### src/rtl/led_pattern_seq.sv
// LED pattern sequencer: steps through a writable pattern table at a programmable rate
// in loop, ping-pong or one-shot order, driving polarity-adjusted registered LED pins.
module led_pattern_seq #(
    parameter int N_LED      = 8,
    parameter int DEPTH      = 16,
    parameter int PERIOD_W   = 28,
    parameter bit ACTIVE_LOW = 1'b1,
    localparam int AW        = $clog2(DEPTH)
) (
    input  logic                osc_clk,
    input  logic                rst,
    input  logic                en,
    input  logic                start,
    input  logic [1:0]          mode,
    input  logic [AW-1:0]       last_idx,
    input  logic [PERIOD_W-1:0] period,
    input  logic                wr_en,
    input  logic [AW-1:0]       wr_addr,
    input  logic [N_LED-1:0]    wr_data,
    output logic [N_LED-1:0]    LED,
    output logic [AW-1:0]       step_idx,
    output logic                step_pulse,
    output logic                busy,
    output logic                done
);

    typedef enum logic [1:0] {
        S_IDLE     = 2'd0,
        S_RUN_UP   = 2'd1,
        S_RUN_DOWN = 2'd2,
        S_DONE     = 2'd3
    } state_t;

    localparam logic [1:0]       MODE_PP   = 2'd1;
    localparam logic [1:0]       MODE_ONE  = 2'd2;
    localparam logic [N_LED-1:0] OFF       = {N_LED{ACTIVE_LOW}};
    localparam logic [AW-1:0]    LAST_MAX  = AW'(DEPTH - 1);
    localparam logic [AW:0]      DEPTH_X   = (AW + 1)'(DEPTH);

    state_t              r_state;
    logic [AW-1:0]       r_idx;
    logic [PERIOD_W-1:0] r_timer;
    logic [1:0]          r_mode;
    logic [AW-1:0]       r_last;
    logic [N_LED-1:0]    r_table [DEPTH];
    logic [N_LED-1:0]    r_led;
    logic                r_pulse;
    logic                r_busy;
    logic                r_done;

    state_t              w_state_nxt;
    logic [AW-1:0]       w_idx_nxt;
    logic [PERIOD_W-1:0] w_timer_nxt;
    logic [1:0]          w_mode_nxt;
    logic [AW-1:0]       w_last_nxt;
    logic                w_pulse_nxt;
    logic [PERIOD_W-1:0] w_period_m1;
    logic                w_running;
    logic                w_boundary;
    logic [AW-1:0]       w_last_clamped;

    // Period 0 behaves as period 1; a timer already past the limit fires at once.
    assign w_period_m1    = (period == {PERIOD_W{1'b0}}) ? {PERIOD_W{1'b0}} : (period - PERIOD_W'(1));
    assign w_running      = en && ((r_state == S_RUN_UP) || (r_state == S_RUN_DOWN));
    assign w_boundary     = (r_timer >= w_period_m1);
    assign w_last_clamped = (last_idx > LAST_MAX) ? LAST_MAX : last_idx;

    // Next-state, index, timer and step-pulse decode
    always_comb begin
        w_state_nxt = r_state;
        w_idx_nxt   = r_idx;
        w_timer_nxt = r_timer;
        w_mode_nxt  = r_mode;
        w_last_nxt  = r_last;
        w_pulse_nxt = 1'b0;
        if (start) begin
            w_state_nxt = S_RUN_UP;
            w_idx_nxt   = {AW{1'b0}};
            w_timer_nxt = {PERIOD_W{1'b0}};
            w_mode_nxt  = mode;
            w_last_nxt  = w_last_clamped;
        end else if (w_running && w_boundary) begin
            w_timer_nxt = {PERIOD_W{1'b0}};
            w_pulse_nxt = 1'b1;
            case (r_state)
                S_RUN_UP: begin
                    if (r_idx < r_last) begin
                        w_idx_nxt = r_idx + AW'(1);
                    end else begin
                        case (r_mode)
                            MODE_PP: begin
                                if (r_last == {AW{1'b0}}) begin
                                    w_idx_nxt = {AW{1'b0}};
                                end else begin
                                    w_state_nxt = S_RUN_DOWN;
                                    w_idx_nxt   = r_idx - AW'(1);
                                end
                            end
                            MODE_ONE: begin
                                // Index is held on the final pattern, so no step is signalled.
                                w_state_nxt = S_DONE;
                                w_pulse_nxt = 1'b0;
                            end
                            default: w_idx_nxt = {AW{1'b0}};
                        endcase
                    end
                end
                S_RUN_DOWN: begin
                    if (r_idx != {AW{1'b0}}) begin
                        w_idx_nxt = r_idx - AW'(1);
                    end else begin
                        w_state_nxt = S_RUN_UP;
                        w_idx_nxt   = AW'(1);
                    end
                end
                default: w_pulse_nxt = 1'b0;
            endcase
        end else if (w_running) begin
            w_timer_nxt = r_timer + PERIOD_W'(1);
        end else begin
            w_timer_nxt = r_timer;
        end
    end

    // Sequencer state registers
    always_ff @(posedge osc_clk or posedge rst) begin
        if (rst) begin
            r_state <= S_IDLE;
            r_idx   <= {AW{1'b0}};
            r_timer <= {PERIOD_W{1'b0}};
            r_mode  <= 2'd0;
            r_last  <= {AW{1'b0}};
            r_pulse <= 1'b0;
            r_busy  <= 1'b0;
            r_done  <= 1'b0;
        end else begin
            r_state <= w_state_nxt;
            r_idx   <= w_idx_nxt;
            r_timer <= w_timer_nxt;
            r_mode  <= w_mode_nxt;
            r_last  <= w_last_nxt;
            r_pulse <= w_pulse_nxt;
            r_busy  <= (w_state_nxt == S_RUN_UP) || (w_state_nxt == S_RUN_DOWN);
            r_done  <= (w_state_nxt == S_DONE);
        end
    end

    // Pattern table, host-writable in every state
    always_ff @(posedge osc_clk or posedge rst) begin
        if (rst) begin
            for (int i = 0; i < DEPTH; i++) begin
                r_table[i] <= {N_LED{1'b0}};
            end
        end else if (wr_en && ({1'b0, wr_addr} < DEPTH_X)) begin
            r_table[wr_addr] <= wr_data;
        end
    end

    // Pin drive: follows the current index one cycle later, refreshed every cycle
    always_ff @(posedge osc_clk or posedge rst) begin
        if (rst) begin
            r_led <= OFF;
        end else if (r_state == S_IDLE) begin
            r_led <= OFF;
        end else begin
            r_led <= r_table[r_idx] ^ OFF;
        end
    end

    assign LED        = r_led;
    assign step_idx   = r_idx;
    assign step_pulse = r_pulse;
    assign busy       = r_busy;
    assign done       = r_done;

endmodule

### config.mk
export PLATFORM = sky130hd
export DESIGN_NAME = led_pattern_seq
export DESIGN_NICKNAME = d
export VERILOG_FILES = /design/src/rtl/led_pattern_seq.sv
export SDC_FILE = /design/constraint.sdc
export NUM_CORES = 1
export LEC_CHECK = 0
export ABC_AREA = 1
export CAP_MARGIN = 10
export CORE_MARGIN = 5
export CORE_UTILIZATION = 25
export CTS_BUF_LIST = sky130_fd_sc_hd__clkbuf_8
export DETAILED_ROUTE_END_ITERATION = 12
export GPL_ROUTABILITY_DRIVEN = 1
export PLACE_DENSITY_LB_ADDON = 0.2
export RECOVER_POWER = 100
export SKIP_LAST_GASP = 1
export SLEW_MARGIN = 40
export SYNTH_ARGS = -nofsm -noshare
export SYNTH_HDL_FRONTEND = slang
export SYNTH_SLANG_ARGS = --single-unit
export TNS_END_PERCENT = 5
### constraint.sdc
create_clock -name osc_clk -period 6.8 [get_ports osc_clk]
set_input_delay 1.36 -clock osc_clk [delete_from_list [all_inputs] [get_ports osc_clk]]
set_output_delay 1.36 -clock osc_clk [all_outputs]
set_load 0.02 [all_outputs]
# Yosys cells after proc, flatten, opt, wreduce, memory -nomap -nowiden
# Index checks and enable logic that the tools add are counted.
[totals] in_bits=51 output_inout_bits=15 word_cells=90 regBits=179
[op_classes] magnitude_cmp=6 mux=31 addsub=4 n_eq_ne=8 bitwise_logic=3 reduce_logical=13
[ops] operator="$bwmux 128" count=1
[ops] operator="$mux 28" count=4
[ops] operator="$bmux 8 s4" count=1
[ops] operator="$demux 8 s4" count=1
[ops] operator="$mux 8" count=4
[ops] operator="$add 28x1->28 const B" count=1
[ops] operator="$ge 28x28->1" count=1
[ops] operator="$logic_not 28->1" count=1
[ops] operator="$sub 28x1->28 const B" count=1
[ops] operator="$mux 4" count=6
[ops] operator="$pmux 4 s2" count=2
[ops] operator="$ge 5x5->1 const B" count=2
[ops] operator="$mux 2" count=5
[ops] operator="$not 4->5" count=2
[ops] operator="$eq 2x2->1 const B" count=4
[ops] operator="$not 8->8" count=1
[ops] operator="$pmux 2 s2" count=2
[ops] operator="$eq 2x1->1 const B" count=3
[ops] operator="$reduce_bool 3->1" count=2
[ops] operator="$lt 5x1->1 const B" count=1
[ops] operator="$add 4x1->4 const B" count=1
[ops] operator="$gt 4x4->1 const B" count=1
[ops] operator="$logic_not 4->1" count=1
[ops] operator="$lt 4x4->1" count=1
[ops] operator="10 further kinds" count=16

# Depth between registers and ports, before layout
# Gate-level depths: netlist of run 1.
[depth] depth_word=9 mapped_depth=26 ltp_nobuf=25

# Worst setup path after synthesis of run 1
# Ideal clock, no wire load.
[synth_path] path_type="input port to flip-flop" startpoint="in period[0]" endpoint="reg r_busy (netlist: busy)" t_required_ns=6.674 setup_ns=0.126 arrival_ns=3.956 setup_slack_ns=2.718 path_buffers=0 path_stages=21 cell_sequence="inv_1 -> ha_1 -> inv_1 -> or2_2 -> nor2_1 -> nand4_1 -> o31ai_1 -> nand3_1 -> ha_1 -> nand2_1 -> inv_1 -> nand2_1 -> nor2_1 -> nand2_1 -> nor2_1 -> nor2_1 -> nand3_2 -> nand2_4 -> a21oi_1 -> nand2_1 -> ha_1"
[synth_between] elab_chain_len=8 word_cells_on_any_way=10 cone_classes="1 x add/sub; 1 x order compare; 2 x eq/ne; 3 x mux; 3 x reduce/logical"
[synth_lines] item="from (decl)" line="16" text="input logic [PERIOD_W-1:0] period,"
[synth_lines] item="$sub 28x1->28 / $logic_not 28->1 (equally long branches)" line="63" text="assign w_period_m1 = (period == {PERIOD_W{1'b0}}) ? {PERIOD_W{1'b0}} : (period - PERIOD_W'(1));"
[synth_lines] item="$mux 28 (*)" line="63"
[synth_lines] item="$ge 28x28->1 (*)" line="65" text="assign w_boundary = (r_timer >= w_period_m1);"
[synth_lines] item="$logic_and 1x1->1 (*)" line="82" text="end else if (w_running && w_boundary) begin"
[synth_lines] item="$mux 2 (*)" line="82"
[synth_lines] item="$mux 2 (*)" line="76" text="if (start) begin"
[synth_lines] item="net w_state_nxt[0]" line="51" text="state_t w_state_nxt;"
[synth_lines] item="$eq 2x1->1 / $eq 2x2->1 (equally long branches)" line="143" text="r_busy <= (w_state_nxt == S_RUN_UP) || (w_state_nxt == S_RUN_DOWN);"
[synth_lines] item="$logic_or 1x1->1 (*)" line="143"
[synth_lines] item="to (signal assigned)" line="143"
[synth_lines] item="to (decl)" line="48" text="logic r_busy;"
# Mark *: on every way through the listed nets, which the timed path passes. The rest lies on a longest branch.
# A chain may end at the register's enable or synchronous reset.

# Worst setup path after layout of run 1
[layout_path] startpoint="in period[8]" endpoint="reg r_busy (netlist: busy)"
# Same word-level chain as after synthesis.

==> results_dict.tcl, run 1 <==
set metrics [dict create \
    synth_area_leader_cell "dfrtp_1" \
    start_util 0.252 \
    setup_tns_ns 0 \
    yosys_most_used_dff "dfrtp_1" \
    htreeDepth 4 \
    grt_pass1_vias 8807 \
    post_cts_buffers 0 \
    max-cap-violations 4 \
    cts_hold_buf 0 \
    final-seq-area_um2 4490 \
    grt_start_max_net_pins 128 \
    cts_buffers 17 \
    final_util 0.285 \
    firstDrtPassIters 5 \
    fp.dieW_um 215 \
    first_iter_violations 539 \
    fin_skew_ns 0.0127 \
    final_nets 1508 \
    core.rowCount 75 \
    ys_top_cells_by_count "nand2_1 (311), o21ai_0 (201), dfrtp_1 (171)" \
    clk_latency_ns 0.49 \
    cts-root-buf "clkbuf_8" \
    area_growth_pct 13.4 \
    cts_buffer_depth 2 \
    cp_common_cell "nand2_1" \
    violations "capacitance limit, slew limit" \
    drv_slew 200 \
    cts.sinks 179 \
    outcome "complete, but fails checks" \
    pin_count 66 \
    required_ns 7.18 \
    hp-class "flop to flop" \
    synth_cells 1381 \
    die_h_um 215 \
    drt_wl_total_um 30500 \
    tightest_slew_ns 2.83 \
    synthDistinctLibCells 44 \
    relSlewSlack -0.885 \
    antenna_found_initial 0 \
    cpMaxStageDelayCell "dlygate4sd3_1" \
    ir_drop_mv 0.168 \
    crit_arrival_ns 5.28 \
    fmax_mhz 204 \
    path_buf_inv 7 \
    hold_violations 0 \
    slowest_delay_ns 0.60 \
    die_area_um2 46200 \
    critPathTopFamily "simple AND/OR/NAND/NOR gates" \
    grt_first_pass_wirelength_um 49900 \
    grt-ovfl-total 0 \
    cp_max_fo 13 \
    synth_edf_count 0 \
    ys_ff_latch 179 \
    place_hpwl_um 21300 \
    yosysMostFrequentCell "nand2_1" \
    yosys_warnings 0 \
    synth_fp_nets 1474 \
    fillCellCount 4557 \
    path_clk_slew_ns 0.10 \
    ys_async_sr_fraction 1.00 \
    r2r_slack_ns 1.94 \
    synth.area.top_cells "dfrtp_1 (41%), nand2_1 (11%), o21ai_0 (9.6%)" \
    grt_use_total 0.133 \
    syn-mean-instance-area_um2 7.61 \
    cts_resized 0 \
    drc 0 \
    vias 8964 \
    synth_top_area_share 0.407 \
    finalCriticalPeriod_ns 4.90 \
    startpoint_type "primary input" \
    p_leak_nw 5.37 \
    portBuffers 65 \
    gp_congestion 0.859 \
    rsz0062_at_grt "no" \
    seq_area_frac_synth 0.427 \
    ant_nets 0 \
    drive_gt1_frac 0.0567 \
    tritoncts "done" \
    worst-setup-path-type "primary input to flop" \
    vias_per_cell 4.55 \
    power.density_nw_per_um2 288 \
    period_share 0.720 \
    multiInputGateArea_um2 5060 \
    setup_violations 0 \
    core_area_um2 41800 \
    wl_per_cell_um 15.5 \
    crit_path_end_kind "flop" \
    synth_area_um2 10500 \
]
==> final timing paths <==
path                                              start                  endpoint  depth (start not counted)
min in group asynchronous                           rst  r_table[124]$_DFFE_PP0P_                          2
worst max-delay path                          period[8]            busy$_DFF_PP0_                         26
worst max register to register  step_idx[1]$_DFFE_PP0P_            busy$_DFF_PP0_                         10
worst min register to register   r_table[4]$_DFFE_PP0P_    r_table[4]$_DFFE_PP0P_                          2
max in group asynchronous                           rst   r_table[61]$_DFFE_PP0P_                          3
worst min-delay path             r_table[4]$_DFFE_PP0P_    r_table[4]$_DFFE_PP0P_                          2
==> registers in the layout, indices dropped and copies added (netlist names) <==
name and flops:
LED 8, busy 1, done 1, r_last 4, r_mode 2, r_state 2, r_table 128, r_timer 28
step_idx 4, step_pulse 1
==> kinds of logic after synthesis <==
group / count (synthesis) / synth area share
flops: 179 / 0.427
fa+ha+maj: 42 / 0.0500
simple gates: 584 / 0.244
compound gates: 342 / 0.177
buf+inv: 207 / 0.0796
xor+xnor: 27 / 0.0225
==> where the power goes <==
part | switching, mW | leakage (nW) | total [mW] | internal (mW)
clock network | 0.427 | 0.219 | 0.816 | 0.389
registers | 0.110 | 2.22 | 1.40 | 1.29
logic | 0.796 | 2.93 | 1.21 | 0.415
==> per-layer routing <==
metal | GRT usage | share of wire | vias to the layer above
li1 | - | - | 4604
met1 | 0.179 | 0.48 | 4213
met2 | 0.227 | 0.48 | 122
met3 | 0.0212 | 0.026 | 25
met4 | 0.0309 | 0.011 | 0
met5 | 0 | 0 | -
==> worst reg2reg max path: cells and delay by family (launching register included) <==
| kind | cells | cell delay, ns |
|---|---|---|
| adder cells (fa/ha/maj) | 2 | 0.87 |
| AO/OA/AOI/OAI | 1 | 0.18 |
| AND/OR/NAND/NOR | 4 | 0.36 |
| flip-flops | 1 | 0.39 |
| buffers and inverters | 3 | 2.95 |
==> area by class of cell <==
| class | count | share of cell area |
|---|---|---|
| antenna | 1 | 0.000210 |
| clock buffer | 19 | 0.0219 |
| clock inverter | 13 | 0.0144 |
| inverter | 152 | 0.0482 |
| multi-input combinational | 995 | 0.424 |
| sequential | 179 | 0.377 |
| tap | 539 | 0.0566 |
| timing repair buffer | 70 | 0.0575 |
==> layout by cell type (no fill, tap or decap), drive strengths merged, types with 5 or more instances in the layout <==
| master | netlist | final |
|---|---|---|
| nand2 | 321 | 321 |
| o21ai | 229 | 229 |
| dfrtp | 171 | 171 |
| inv | 151 | 152 |
| nor2 | 137 | 137 |
| a21oi | 85 | 85 |
| nand3 | 75 | 75 |
| clkdlybuf4s50 | 0 | 45 |
| ha | 42 | 42 |
| nor3 | 22 | 22 |
| nand4 | 21 | 21 |
| clkbuf | 30 | 21 |
| dlygate4sd3 | 0 | 20 |
| xor2 | 17 | 17 |
| xnor2 | 10 | 10 |
| dfstp | 8 | 8 |
| o211ai | 8 | 8 |
| clkinv | 1 | 8 |
| o221ai | 5 | 5 |
==> metrics by stage <==
| stage | area, um2 | power, mW | hold slack [ns] | cells | setup WS [ns] |
|---|---|---|---|---|---|
| finish | 11900 | 3.43 | 0.486 | 1968 | 1.90 |
| CTS | 12100 | 3.50 | 0.492 | 1967 | 2.20 |
| global placement | 11600 | 2.67 | 0.460 | 1935 | 1.70 |
| floorplan | 10500 | 2.23 | 0.448 | 1381 | 0.595 |
| global route | 11900 | 3.70 | 0.509 | 1967 | 1.31 |
| detailed placement | 11600 | 2.66 | 0.468 | 1935 | 1.64 |
Note: power is estimated with default switching activity, not from simulation.
==> run 2: changes to the inputs <==
==> constraint.sdc (replaced) <==
create_clock -name osc_clk -period 4.8 [get_ports osc_clk]
set_input_delay 0.96 -clock osc_clk [delete_from_list [all_inputs] [get_ports osc_clk]]
set_output_delay 0.96 -clock osc_clk [all_outputs]
set_load 0.02 [all_outputs]
==> results_dict.tcl, run 2 (synthesis gave the netlist of run 1 again) <==
set metrics [dict create \
    outcome "complete, but fails checks" \
    violations "capacitance limit, slew limit" \
    tritoncts "done" \
    power.density_nw_per_um2 404 \
    pin_count 66 \
    start_util 0.252 \
    crit_path_end_kind "flop" \
    met3_usage 0.0225 \
    portBuffers 65 \
    drc 0 \
    final_nets 1515 \
    cts-root-buf "clkbuf_8" \
    largest_register_ffs 128 \
    p_leak_nw 5.40 \
    layout_common_cells "nand2_1 (312), o21ai_0 (223), dfrtp_1 (170)" \
    firstDrtPassIters 5 \
    grt.busiest_layer "met2" \
    die_area_um2 46200 \
    critPathTopFamily "simple AND/OR/NAND/NOR gates" \
    grt_pass1_vias 8955 \
    final_common_cell "nand2_1" \
    use_met2 0.230 \
    gp_congestion 0.890 \
    path_clk_slew_ns 0.09 \
    power.total_mw 4.82 \
    hold_start "r_table[26]$_DFFE_PP0P_" \
    grt-ovfl-total 0 \
    core.rowCount 75 \
    hold_depth 2 \
    ir_drop_mv 0.197 \
    crit_arrival_ns 4.51 \
    slowest_delay_ns 0.43 \
    hp-class "flop to flop" \
    timing.critical_path.from "period[0]" \
    use_met1 0.177 \
    worst-setup-path-type "primary input to flop" \
    final_util 0.286 \
    reg2regPathDepth 9 \
    drt_wl_total_um 31000 \
    r2r_slack_ns 1.15 \
    place_hpwl_um 21600 \
    ant_nets 0 \
    cp_max_fo 9 \
    n_antenna_cell 0 \
    reg2reg_to "busy$_DFF_PP0_" \
    required_ns 5.18 \
    finalCriticalPeriod_ns 4.13 \
    fillCellCount 4531 \
    core_area_um2 41800 \
    grt_use_total 0.135 \
    wl_per_cell_um 15.7 \
    path_buf_inv 4 \
    drive_gt1_frac 0.0606 \
    cts_buffers 17 \
    max-cap-violations 6 \
    setup_violations 0 \
    fmax_mhz 242 \
    grt_first_pass_wirelength_um 50100 \
    startpoint_type "primary input" \
    vias 9092 \
    cts_hold_buf 0 \
    cts.sinks 179 \
    antenna_found_initial 0 \
    r2r-start "step_idx[2]$_DFFE_PP0P_" \
    post_cts_buffers 0 \
    fin_skew_ns 0.0149 \
    vias_per_cell 4.61 \
    area_growth_pct 13.5 \
    fp.dieW_um 215 \
    cp_cell_sequence "clkdlybuf4s50_1 > inv_1 > ha_1 > inv_1 > or2_2 > nor2_1 > nand4_1 > o31ai_1 > nand3_1 > ha_1 > nand2_1 > inv_1 > nand2_1 > nor2_1 > nand2_1 > nor2_1 > nor2_1 > nand3_1 > nand2_4 > a21oi_1 > nand2_1 > ha_1" \
    relSlewSlack -0.583 \
    clk_latency_ns 0.50 \
    tightest_slew_ns 2.36 \
    drv_slew 299 \
    cpMaxStageDelayCell "clkdlybuf4s50_1" \
    whs_ns 0.482 \
    cts_resized 0 \
    setup_tns_ns 0 \
    holdPathEnd "r_table[26]$_DFFE_PP0P_" \
    period_share 0.861 \
    rsz0062_at_grt "no" \
    hold_violations 0 \
    largest_register "r_table" \
    first_iter_violations 674 \
    grt_start_max_net_pins 87 \
    htreeDepth 4 \
    cts_buffer_depth 2 \
    die_h_um 215 \
]
[run 2: cell count changes in the layout (fill, tap and decap cells not counted), moves of 2 or more]
cell             previous run  this run
clkinv_2                    2         4
clkdlybuf4s50_1            45        47
dlygate4sd3_1              20        18
clkbuf_1                    1         3
buf_4                       2         6
clkbuf_2                    1         3
[run 2: cell type report]
| class | count | area (um2) | share of cell area |
|---|---|---|---|
| flip-flops and latches | 179 | 4490 | 0.376 |
| clock buffers | 19 | 262 | 0.0219 |
| multi-input cells | 995 | 5060 | 0.424 |
| repair buffers | 77 | 722 | 0.0605 |
| well taps | 539 | 674 | 0.0565 |
| inverters | 152 | 572 | 0.0479 |
| clock inverters | 13 | 156 | 0.0131 |
[run 2: per-stage QoR]
step           cells  cell area, um2  setup slack (ns)
6_report        1974           11900             0.667
5_1_grt         1974           11900             0.272
3_3_place_gp    1940           11700             0.306
4_1_cts         1972           12100             0.762
2_1_floorplan   1381           10500              1.12
3_5_place_dp    1940           11700             0.205
[run 2: report_power, final]
part           internal [mW]  switching, mW  total [mW]  leakage [nW]
clock network          0.541          0.588        1.13         0.217
registers               1.83          0.154        1.98          2.22
logic                  0.583           1.13        1.71          2.96
total                   2.95           1.87        4.82          5.40
[run 2: how the worst max path moves through the flow]
stage	end	cells past startpoint
after detailed placement	busy$_DFF_PP0_	22
after CTS	busy$_DFF_PP0_	22
after floorplan	busy$_DFF_PP0_	21
final	busy$_DFF_PP0_	22
after global placement	busy$_DFF_PP0_	22
after global routing	busy$_DFF_PP0_	22
[run 2: metal layers]
metal  share of wire  up-vias  routed length, um
met3           0.029       38                887
met2            0.49      139              15100
li1                -     4626                  -
met1            0.46     4289              14400
met4           0.019        0                600
met5               0        -                  0
[run 2: tightest hold or removal path: cells and delay by family (launching register included)]
| family | cells | cell delay, ns |
|---|---|---|
| AO/OA/AOI/OAI | 1 | 0.06 |
| AND/OR/NAND/NOR | 1 | 0.05 |
| flip-flops | 1 | 0.35 |
